<file path="config.mk">
export PLATFORM = sky130hd
export DESIGN_NAME = reset_sequencer
export DESIGN_NICKNAME = d
export VERILOG_FILES = /design/src/rtl/reset_sequencer.sv
export SDC_FILE = /design/constraint.sdc
export NUM_CORES = 1
export LEC_CHECK = 0
export ABC_AREA = 1
export CORE_ASPECT_RATIO = 0.9
export CORE_MARGIN = 5
export CORE_UTILIZATION = 38
export CTS_BUF_LIST = sky130_fd_sc_hd__clkbuf_4
export CTS_CLUSTER_SIZE = 8
export DETAILED_ROUTE_END_ITERATION = 10
export MAX_ROUTING_LAYER = met4
export SYNTH_ARGS = -nofsm -noshare
export SYNTH_HDL_FRONTEND = slang
export SYNTH_SLANG_ARGS = --single-unit
</file>
<file path="constraint.sdc">
create_clock -name clk -period 1.48 [get_ports clk]
set_input_delay 0.296 -clock clk [delete_from_list [all_inputs] [get_ports clk]]
set_output_delay 0.296 -clock clk [all_outputs]
set_load 0.005 [all_outputs]
</file>
<file path="src/rtl/reset_sequencer.sv">
// ---------------------------------------------------------------------------
// reset_sequencer
//
// Staged reset release for a chain of downstream blocks. The external reset
// is asserted asynchronously and deasserted through a short synchronizer.
// After that, the stage resets are released one at a time in ascending order,
// STAGE_CYCLES clocks apart. A soft-reset request in RUN re-asserts every
// stage, holds them for STAGE_CYCLES clocks, and then replays the staged
// release. The end of that replay is marked with a one-cycle ack.
//
// Ports
//   clk         in   system clock
//   rst         in   asynchronous active-high reset
//   sw_rst_req  in   soft-reset request, sampled on every rising edge
//   rst_out     out  [NUM_STAGES] active-high reset, bit i drives stage i
//   ready       out  high only while every rst_out bit is low
//   sw_rst_ack  out  one-cycle pulse when a soft-reset sequence completes
//
// FSM states
//   state    | meaning
//   ---------+------------------------------------------------------------
//   ASSERT   | all stages held in reset, waiting for the synchronized release
//   RELEASE  | stages released one by one, STAGE_CYCLES clocks apart
//   RUN      | all stages out of reset, ready high, soft requests accepted
//   SOFT     | all stages re-asserted, held for STAGE_CYCLES clocks
// ---------------------------------------------------------------------------
module reset_sequencer #(
    parameter int NUM_STAGES   = 3,
    parameter int STAGE_CYCLES = 4,
    parameter int SYNC_DEPTH   = 2
) (
    input  logic                  clk,
    input  logic                  rst,
    input  logic                  sw_rst_req,
    output logic [NUM_STAGES-1:0] rst_out,
    output logic                  ready,
    output logic                  sw_rst_ack
);

    localparam int CNT_W = (STAGE_CYCLES > 1) ? $clog2(STAGE_CYCLES) : 1;
    localparam int IDX_W = (NUM_STAGES > 1) ? $clog2(NUM_STAGES) : 1;

    localparam logic [CNT_W-1:0] CNT_LAST = CNT_W'(STAGE_CYCLES - 1);
    localparam logic [IDX_W-1:0] IDX_LAST = IDX_W'(NUM_STAGES - 1);

    localparam logic [1:0] ST_ASSERT  = 2'd0;
    localparam logic [1:0] ST_RELEASE = 2'd1;
    localparam logic [1:0] ST_RUN     = 2'd2;
    localparam logic [1:0] ST_SOFT    = 2'd3;

    logic [SYNC_DEPTH-1:0] sync_ff;
    logic                  rst_sync;
    logic [1:0]            state;
    logic [IDX_W-1:0]      idx;
    logic [CNT_W-1:0]      cnt;
    logic                  soft_pend;
    logic [NUM_STAGES-1:0] stage_bit;

    // A zero shifts in from the low end. rst_sync therefore falls on the
    // SYNC_DEPTH-th edge after rst drops.
    always_ff @(posedge clk or posedge rst) begin
        if (rst) begin
            sync_ff <= '1;
        end else begin
            sync_ff <= {sync_ff[SYNC_DEPTH-2:0], 1'b0};
        end
    end

    assign rst_sync = sync_ff[SYNC_DEPTH-1];

    // A mask is used rather than a variable bit-select. The mask stays
    // well-formed even when NUM_STAGES is 1.
    assign stage_bit = NUM_STAGES'(1) << idx;

    always_ff @(posedge clk or posedge rst) begin
        if (rst) begin
            state      <= ST_ASSERT;
            idx        <= '0;
            cnt        <= '0;
            rst_out    <= '1;
            ready      <= 1'b0;
            sw_rst_ack <= 1'b0;
            soft_pend  <= 1'b0;
        end else begin
            sw_rst_ack <= 1'b0;
            case (state)
                ST_ASSERT: begin
                    rst_out <= '1;
                    ready   <= 1'b0;
                    if (!rst_sync) begin
                        state <= ST_RELEASE;
                        idx   <= '0;
                        cnt   <= '0;
                    end
                end
                ST_RELEASE: begin
                    if (cnt == CNT_LAST) begin
                        rst_out <= rst_out & ~stage_bit;
                        cnt     <= '0;
                        if (idx == IDX_LAST) begin
                            state <= ST_RUN;
                            ready <= 1'b1;
                            idx   <= '0;
                            // Only a release that a soft request started is
                            // acknowledged. A hard reset clears soft_pend.
                            if (soft_pend) begin
                                sw_rst_ack <= 1'b1;
                                soft_pend  <= 1'b0;
                            end
                        end else begin
                            idx <= idx + IDX_W'(1);
                        end
                    end else begin
                        cnt <= cnt + CNT_W'(1);
                    end
                end
                ST_RUN: begin
                    if (sw_rst_req) begin
                        rst_out   <= '1;
                        ready     <= 1'b0;
                        cnt       <= '0;
                        soft_pend <= 1'b1;
                        state     <= ST_SOFT;
                    end
                end
                ST_SOFT: begin
                    if (cnt == CNT_LAST) begin
                        state <= ST_RELEASE;
                        idx   <= '0;
                        cnt   <= '0;
                    end else begin
                        cnt <= cnt + CNT_W'(1);
                    end
                end
                default: begin
                    state <= ST_ASSERT;
                end
            endcase
        end
    end

endmodule

</file>
; Yosys cells after proc, flatten, opt, wreduce, memory -nomap -nowiden
; Index checks and enable logic that the tools add are counted.
[classes]
n_addsub = 2
mul = 0
n_div = 0
n_lt_le_gt_ge = 0
n_eq_ne = 10
shift = 1
mux = 29
n_bitwise = 2
n_reduce_logical = 11
[ops]
columns = operator, count
row1 = 2-bit 2-to-1 mux, 11
row2 = 2-bit case mux with 3 select lines, 2
row3 = 4-bit AND reduction, 3
row4 = 1-bit 2-to-1 mux, 10
row5 = "2-bit != test, second input constant", 5
row6 = 3-bit case mux with 3 select lines, 1
row7 = "2-bit == test, second input constant", 4
row8 = 2-bit case mux with 4 select lines, 1
row9 = 3-bit 2-to-1 mux, 2
row10 = 3-bit nonzero test, 2
row11 = 5-bit AND reduction, 1
row12 = "2-bit by 1-bit adder with 2-bit output, second input constant", 2
row13 = 3-bit bitwise AND, 1
row14 = 3-bit NOT, 1
row15 = 1-bit case mux with 3 select lines, 1
row16 = 3-bit AND reduction, 1
row17 = "1-bit by 2-bit << shifter with 3-bit output, first input constant", 1
row18 = "2-bit by 1-bit == test with 1-bit output, second input constant", 1
row19 = 2-bit zero test, 1
row20 = 1-bit case mux with 2 select lines, 1
row21 = 2-bit AND reduction, 1
row22 = 2-bit nonzero test, 1
row23 = 2-bit OR reduction, 1
[totals]
reg_bits = 14
latch_bits = 0
mem_bits_rw = 0
romBits = 0
input_bits = 3
output_inout_bits = 5
wordCells = 63
memories = 0

; Logic depth before layout (Yosys ltp)
; Gate-level depths: netlist (run 1).
[depth]
depth_word = 5
ltp_mapped = 8
mapped_depth_nobuf = 8

; Worst setup path after synthesis (run 1)
; No wires, ideal clock.
[synth_path]
path_kind = flip-flop to flip-flop
startpoint = register state[1]
endpoint = register rst_out[0]
setup_time_ns = 0.060
arrival_ns = 1.237
required_time_ns = 1.420
setup_slack_ns = 0.183
path_stages_with_launch = 6
path_buffers = 0
period_less_slack_ns = 1.297
path_cell_list = dfrtp_1 inv_1 ha_1 or2_1 or2_1 nand2_1
[synth_between]
elab_chain_len = 3
elab_cells_between_ends = 8
classes_between = eq/ne: 4 / mux: 1 / reduce/logical: 3
[synth_rtl]
columns = item, line_no
row1 = start: declaration, 53  ; logic [1:0] state;
row2 = start signal: assignment, 77  ; state <= ST_ASSERT;
row3 = start signal: assignment, 91  ; state <= ST_RELEASE;
row4 = start signal: assignment, 101  ; state <= ST_RUN;
row5 = "2-bit by 1-bit == test with 1-bit output, or another cell as far along", 86  ; case (state)
row6 = 2-bit != test (no source line) / 3-bit nonzero test (equally long branches), -
row7 = 3-bit AND reduction (no source line), -
row8 = end signal: assignment, 98  ; rst_out <= rst_out & ~stage_bit;
row9 = end: declaration, 35  ; output logic [NUM_STAGES-1:0] rst_out,
; Parallel ways exist; a longest one is shown, timed or not.
; A chain may end at the register's enable or synchronous reset.

; Worst setup path in the final report (run 1)
[layout_path]
startpoint = register ready
endpoint = output ready
[layout_rtl]
columns = item, line_no
row1 = start: declaration, 36  ; output logic ready,
row2 = start signal: assignment, 81  ; ready <= 1'b0;
row3 = start signal: assignment, 89  ; ready <= 1'b0;
row4 = start signal: assignment, 102  ; ready <= 1'b1;
; No word-level cell between the ends.

==> flow_results.org, run 1 <==
** Synthesis
- Post-synth cell types :: 13
- The number of nets handed over by synthesis was 99.
- In this run the mean area of a mapped cell was 8.20 sq um.
- The share of the Yosys chip area taken by registers is 0.489.
- The synthesized design contains 14 register bits.
- In this run the cell area of the synthesized design comes to 729 sq um.
- Post-synthesis cell count :: 89
- During synthesis, Yosys emitted a total of 0 warnings.

** Setup path
- The worst setup path is launched from a register.
- The critical path goes through clkdlybuf4s50_1.
- Signal arrival time at the worst endpoint :: 1120 ps
- The critical path is of the register to output port type.
- Slowest library cell on the worst path :: sky130_fd_sc_hd__clkdlybuf4s50_1
- Capture point of the worst reg-to-reg path :: rst_out[0]
- Register-to-register setup slack :: 120 ps
- Req. time, crit path :: 1180 ps
- Together, buffers and inverters on the worst path number 1.
- In this run the critical register-to-register path is launched from state[1].
- In this run the worst setup path begins at ready.
- Top Family by Delay on Critical Path :: buffers and inverters
- The number of cells on the worst reg-to-reg path is 5.
- STA classifies the critical path endpoint as an output port.
- CP peak stage delay :: 500 ps
- Maximum fanout along the worst path :: 2

** Floorplanning
- Die height :: 51.6 microns
- Row count :: 15
- Measured along the x axis, the die boundary spans 56.2 microns.
- Die footprint :: 2900 sq um
- The region available for standard cell placement spans 1880 sq um.
- The initial utilization of the core area, before any placement, comes to 0.389.
- Count of boundary I/O pins :: 8

** GRT
- Across every metal layer, demand over resource in global routing totals 0.102.
- Largest net degree at the start of global routing :: 15
- The via count of the first global-routing pass came to 543.
- Total congestion overflow after global routing :: 0
- The first global-routing pass estimated 2210 microns of wire.
- Initial antenna violation count :: 0

** Outcome
- Result of the run :: completed

** Clock tree
- Counting the buffers created by CTS gives 3.
- Post-CTS setup buffer count :: 0
- Clock root buffer :: sky130_fd_sc_hd__clkbuf_4
- CTS H-tree lvls :: 1
- For the worst-skew pair, the clock arrives at the later sink with an insertion delay of 280 ps.
- TritonCTS clock tree :: done
- For this design, the sink count on the clock tree is 14.
- Clock-pin slew was measured on the worst setup and hold paths at 90 ps.
- Clk buf depth :: 2

** Route
- Initial drt markers :: 9
- Dividing the detail-routed via count by the number of cells gives 4.46.
- Before antenna repair, the detailed router went through 4 iterations.
- After detailed routing, the number of remaining DRC violations is 0.
- Overall via count from detail_route :: 567
- For this block, the routed nets add up to 1260 microns of wire.
- Per-cell routed wire length :: 9.88 microns
- Number of routed nets with antenna violations :: 0

** Pwr
- Overall power :: 1.90 mW
- Worst supply voltage drop on vdd :: 0.00109 V
- PD cells :: 2150 nW/um^2
- In this run the static leakage power is 0.450 nW.

** Placed design
- Final GP Congestion :: 0.795
- Port Buffers :: 7
- Cell area reported after detailed placement :: 846 sq um
- Detailed placement finished with a half-perimeter wire length of 983 microns.

** STA
- The hold violation total from the final report came to 0.
- Tmin final :: 1410 ps
- Final cycle utilization of the critical path :: 0.953
- Setup violations remaining at the end of the flow were counted as 0.
- Maximum achievable frequency :: 0.709 GHz
- Setup repair after global routing missed its margin :: no
- Total count of max-transition violations in the final report :: 0
- Setup TNS after final layout :: 0 ps
- Max Clock Skew :: 8.41 ps

** Cells and area
- Number of filler cells placed in the layout :: 183
- 0 antenna diodes ended up in the layout.
- After routing the design area is 882 sq um.
- Compared with the post-synthesis result, the final layout area differs by 20.9%.
- Of the cells placed in the final design, the portion with a size suffix greater than 1 is 0.167.
- Final layout net count :: 113

** Min path
- The worst hold path belongs to the class input pin to asynchronous set/reset pin.

** Flow run
- Max-Cap Viols :: 0
==> stage by stage <==
step,hold WS (ps),util,cells,setup slack [ps]
5_1_grt,305,0.470,127,14.8
3_5_place_dp,347,0.451,123,22.1
3_3_place_gp,347,0.451,123,45.0
4_1_cts,304,0.466,127,39.8
6_report,308,0.470,127,68.8
2_1_floorplan,182,-,89,183
==> flip-flops by register name, summed over array words and instances (netlist names) <==
| signal | cells |
|---|---|
| rst_out | 3 |
| cnt | 2 |
| idx | 2 |
| state | 2 |
| sync_ff | 2 |
| ready | 1 |
| soft_pend | 1 |
| sw_rst_ack | 1 |
==> layout by cell type (no fill, tap or decap), drive strengths merged <==
cell type | netlist | final
o21ai | 4 | 4
clkdlybuf4s50 | 0 | 4
clkbuf | 0 | 4
inv | 9 | 9
dfrtp | 9 | 9
or2 | 2 | 2
and2 | 1 | 1
dlygate4sd2 | 0 | 3
nand2 | 35 | 35
buf | 0 | 2
ha | 7 | 7
nand3 | 6 | 6
a21oi | 2 | 2
conb | 1 | 1
dfstp | 5 | 5
nor2 | 8 | 8
==> layer usage <==
layer | up-vias | wire, microns | track usage
li1 | 299 | - | -
met1 | 259 | 613 | 0.114
met2 | 7 | 587 | 0.169
met3 | 2 | 44 | 0.0323
met4 | 0 | 10 | 0.0474
met5 | - | 0 | -
==> cell families (layout without fill, tap and decap cells) <==
logic type,after synthesis,in the layout,share of synthesized area
and+or+nand+nor,52,52,0.298
DFF,14,14,0.489
buffers and inverters,9,22,0.0463
adders and majority gates,7,7,0.120
AOI/OAI and AO/OA,6,6,0.0412
other,1,1,0.00514
==> final cells by class <==
cell class | count | area [sq um] | area share
sequential | 14 | 359 | 0.407
multi-input combinational | 66 | 347 | 0.393
tap | 25 | 31.3 | 0.0355
clock buffer | 4 | 30.0 | 0.0340
inverter | 9 | 33.8 | 0.0383
timing repair buffer | 9 | 81.3 | 0.0922
==> report_power, final <==
part / leakage (nW) / internal [mW] / total, mW / switching [mW]
combinational: 0.266 / 0.399 / 0.988 / 0.589
sequential: 0.165 / 0.562 / 0.666 / 0.104
clock: 0.0184 / 0.123 / 0.242 / 0.119
total: 0.450 / 1.08 / 1.90 / 0.813
==> repair_timing <==
| action | CTS | global route |
|---|---|---|
| hold buffers | 0 | 0 |
| endpoints found under the setup margin | 4 | 6 |
| gates resized for setup | 4 | 4 |
==> synthesized netlist by cell type <==
| cell | instances | share of area |
|---|---|---|
| sky130_fd_sc_hd__a21oi_1 | 2 | 0.014 |
| sky130_fd_sc_hd__and2_1 | 1 | 0.0086 |
| sky130_fd_sc_hd__nand3_1 | 6 | 0.041 |
| sky130_fd_sc_hd__nor2_4 | 1 | 0.015 |
| sky130_fd_sc_hd__nand2_1 | 35 | 0.18 |
| sky130_fd_sc_hd__o21ai_0 | 4 | 0.027 |
| sky130_fd_sc_hd__inv_1 | 9 | 0.046 |
| sky130_fd_sc_hd__or2_1 | 2 | 0.017 |
| sky130_fd_sc_hd__nor2_1 | 7 | 0.036 |
| sky130_fd_sc_hd__dfrtp_1 | 9 | 0.31 |
| sky130_fd_sc_hd__dfstp_2 | 5 | 0.18 |
| sky130_fd_sc_hd__ha_1 | 7 | 0.12 |
| sky130_fd_sc_hd__conb_1 | 1 | 0.0051 |
==> worst max path at each step <==
| stage | end | slack [ps] | depth (start not counted) |
|---|---|---|---|
| 6_report | ready | 70 | 1 |
| 5_1_grt | ready | 10 | 1 |
| 4_1_cts | state[0] | 40 | 8 |
| 3_5_place_dp | state[0] | 20 | 8 |
| 3_3_place_gp | state[1] | 40 | 8 |
| 2_1_floorplan | rst_out[0] | 180 | 5 |
Power figures use the tool's default switching activity.
==> run 2, diff against run 1 <==
Settings changed: CAP_MARGIN from default to 10, GPL_TIMING_DRIVEN from default to 0.
==> flow_results.org, run 2 (synthesized netlist as in run 1, its figures left out) <==
** Cells and area
- Layout cell share with drive strength beyond 1 :: 0.184 (+0.0178)
- The flip-flop count of the largest register after layout is 3 (unchanged).
- The number of nets in the final layout is 114 (+0.88%).
- The area of the multi-input gates is 354 sq um (+2.2%).
- Counting flops per register, the top entry is rst_out.
- Number of antenna cells inserted :: 0 (unchanged)
- Post-route insts no fill :: 128 (+0.79%)
- Most used cells in the layout excluding fill and tap cells :: sky130_fd_sc_hd__nand2_1 (33), sky130_fd_sc_hd__inv_1 (9), sky130_fd_sc_hd__dfrtp_1 (9)
- Leaving out fill and tap cells, the most frequent cell in the layout is sky130_fd_sc_hd__nand2_1.
- Storage element area :: 357 sq um (-0.70%)
- Compared with the post-synthesis result, the final layout area differs by 22.6%.
- The filler cell count came to 200 (+9.3%).

** Setup path
- Worst setup EP type :: output port
- Register-to-register setup slack :: 100 ps (-20 ps)
- Crit path cell chain :: clkdlybuf4s50_1
- Number of cells on the worst reg-to-reg path :: 5 (unchanged)
- The data required time at the worst endpoint was 1180 ps (about the same).
- The depth of the critical timing path with buffers and inverters included is 1 (unchanged).
- Critical path launch point type :: register
- The critical path in this run is classified as register to output port.
- Top Family by Delay on Critical Path :: buffers and inverters
- The peak fanout along the critical path was 2 (unchanged).
- CP peak stage delay :: 500 ps (about the same)
- The startpoint identified for the worst register-to-register timing path is state[0].
- The critical path data arrival time was 1120 ps (about the same).
- Slowest library cell on the worst path :: sky130_fd_sc_hd__clkdlybuf4s50_1
- The buffering stage count on the worst path with inverters included is 1 (unchanged).
- Destination of the critical timing path :: ready
- In this run the critical register-to-register path is captured at rst_out[0].
- Launching element of the worst setup path :: ready

** Route
- DRC violations left :: 0 (unchanged)
- Via density per instance :: 4.44 (-0.61%)
- The total wire length after detailed routing is 1330 microns (+6.0%).
- The number of vias after detailed routing was 568 (+0.18%).
- The average wire length per cell after detail routing was 10.4 microns (+5.1%).
- The DRC marker count from the first detailed-route iteration came to 12 (+3).
- Number of routed nets with antenna violations :: 0 (unchanged)
- The number of iterations in the first detailed-routing pass came to 4 (unchanged).

** Placed design
- The number of buffers inserted by port buffering came to 7 (unchanged).
- Estimated wirelength of the detail-placed design :: 998 microns (+1.5%)
- Setup Slack @ Placement :: -0.402 ps (-22.5 ps)
- Final GP Congestion :: 0.760 (-4.4%)
- Total instance count after detailed placement :: 121 (-1.6%)

** STA
- The tightest hold margin is 339 ps (+31.8 ps).
- Number of endpoints with negative hold slack in the final report :: 0 (unchanged)
- The max-slew violation count was 0 (unchanged).
- Tmin final :: 1420 ps (+5.40 ps)
- The summed negative setup slack over all endpoints came to 0 ps (unchanged).
- For the pin with the worst max-slew slack, the measured transition is 529 ps.
- The share of the cycle needed by the critical path after routing is 0.957 (+0.00365).
- Maximum achievable frequency :: 0.706 GHz (-0.38%)
- The final worst setup slack came to 63.4 ps (-5.40 ps).
- Max Clock Skew :: 9.96 ps (+1.55 ps)
- Worst max-slew margin expressed relative to the limit :: 0.647
- Count of endpoints failing setup in the final report :: 0 (unchanged)

** Pwr
- The total leakage power is 0.453 nW (+0.76%).
- Worst supply voltage drop on vdd :: 0.00108 V (-0.95%)
- PD cells :: 2170 nW/um^2 (+1.1%)
- The overall power consumption came to 1.94 mW (+2.5%).

** Floorplanning
- Row count :: 15 (unchanged)
- The initial core utilization came to 0.389 (unchanged).
- Die height :: 51.6 microns (unchanged)
- The floorplan die area was 2900 sq um (unchanged).
- The die outline width was 56.2 microns (unchanged).
- The number of primary I/O pins is 8 (unchanged).
- Total core area :: 1880 sq um (unchanged)

** Clock tree
- The post-CTS clock slew at the launch and capture registers of the worst setup and hold paths was 90 ps (about the same).
- The clock latency of the later-clocked register in the worst-skew pair came to 280 ps (about the same).
- Clock root buffer :: sky130_fd_sc_hd__clkbuf_4
- TritonCTS clock tree :: done
- The cts-stage hold buffer count is 0 (unchanged).
- The count of H-tree levels built during CTS is 1 (unchanged).
- The worst-case clock buffer depth is 2 (unchanged).
- CTS Buf Count :: 3 (unchanged)
- # clock sinks :: 14 (unchanged)

** GRT
- The total overflow reported by the global router is 0 (unchanged).
- Number of global-route vias before repair :: 514 (-5.3%)
- Largest net degree at the start of global routing :: 15 (unchanged)
- The number of antenna violations at the first check in global routing was 0 (unchanged).
- The total routing usage reported by global routing was 0.108 (+0.00614).
- First-pass GRT wire length :: 2260 microns (+2.2%)

** Min path
- The min-delay analysis places its worst path in the category input pin to asynchronous set/reset pin.

** Flow run
- The count of max-cap constraint violations was 0 (unchanged).

** Outcome
- Result of the run :: completed
-- run 2: changes by cell type in the layout (fill, tap and decap cells not counted), sizes merged --
cell	change
buf	+1
-- run 2: timing repair --
item | in CTS | in global routing
pin swaps | 0 | 1
setup buffers | 0 | 3
setup endpoints to repair | 3 | 7
gates resized for setup | 3 | 6
endpoints found under the hold margin | 0 | 0
-- run 2: cell type report --
cell class                 instances  share of cell area
sequential                        14               0.399
multi-input combinational         66               0.396
timing repair buffer              10              0.0993
inverter                           9              0.0378
tap                               25              0.0350
clock buffer                       4              0.0336
-- run 2: power by group --
part | internal (mW) | total, mW | switching, mW
sequential | 0.556 | 0.653 | 0.0969
clock | 0.123 | 0.245 | 0.122
combinational | 0.438 | 1.05 | 0.609
total | 1.12 | 1.94 | 0.827
-- run 2: routing by layer --
metal | vias to the layer above | routed length [microns] | GRT usage | share of wire
li1 | 299 | - | - | -
met1 | 260 | 649 | 0.130 | 0.49
met2 | 7 | 624 | 0.167 | 0.47
met3 | 2 | 50 | 0.0447 | 0.038
met4 | 0 | 5 | 0.0356 | 0.0038
met5 | - | 0 | - | 0
-- run 2: how the worst min path moves through the flow --
| stage | start | endpoint | slack (ps) | cells after the start |
|---|---|---|---|---|
| 3_3_place_gp | sync_ff[0] | sync_ff[1] | 350 | 0 |
| 2_1_floorplan | rst | cnt[0] | 180 | 1 |
| 4_1_cts | rst | cnt[1] | 360 | 2 |
| 3_5_place_dp | sync_ff[0] | sync_ff[1] | 350 | 0 |
| 5_1_grt | sync_ff[0] | sync_ff[1] | 370 | 0 |
| 6_report | rst | cnt[1] | 340 | 2 |
-- run 2: metrics by stage --
stage	util	area [sq um]
6_report	0.477	895
5_1_grt	0.477	895
4_1_cts	0.457	857
3_5_place_dp	0.443	831
3_3_place_gp	0.443	831
2_1_floorplan	-	729
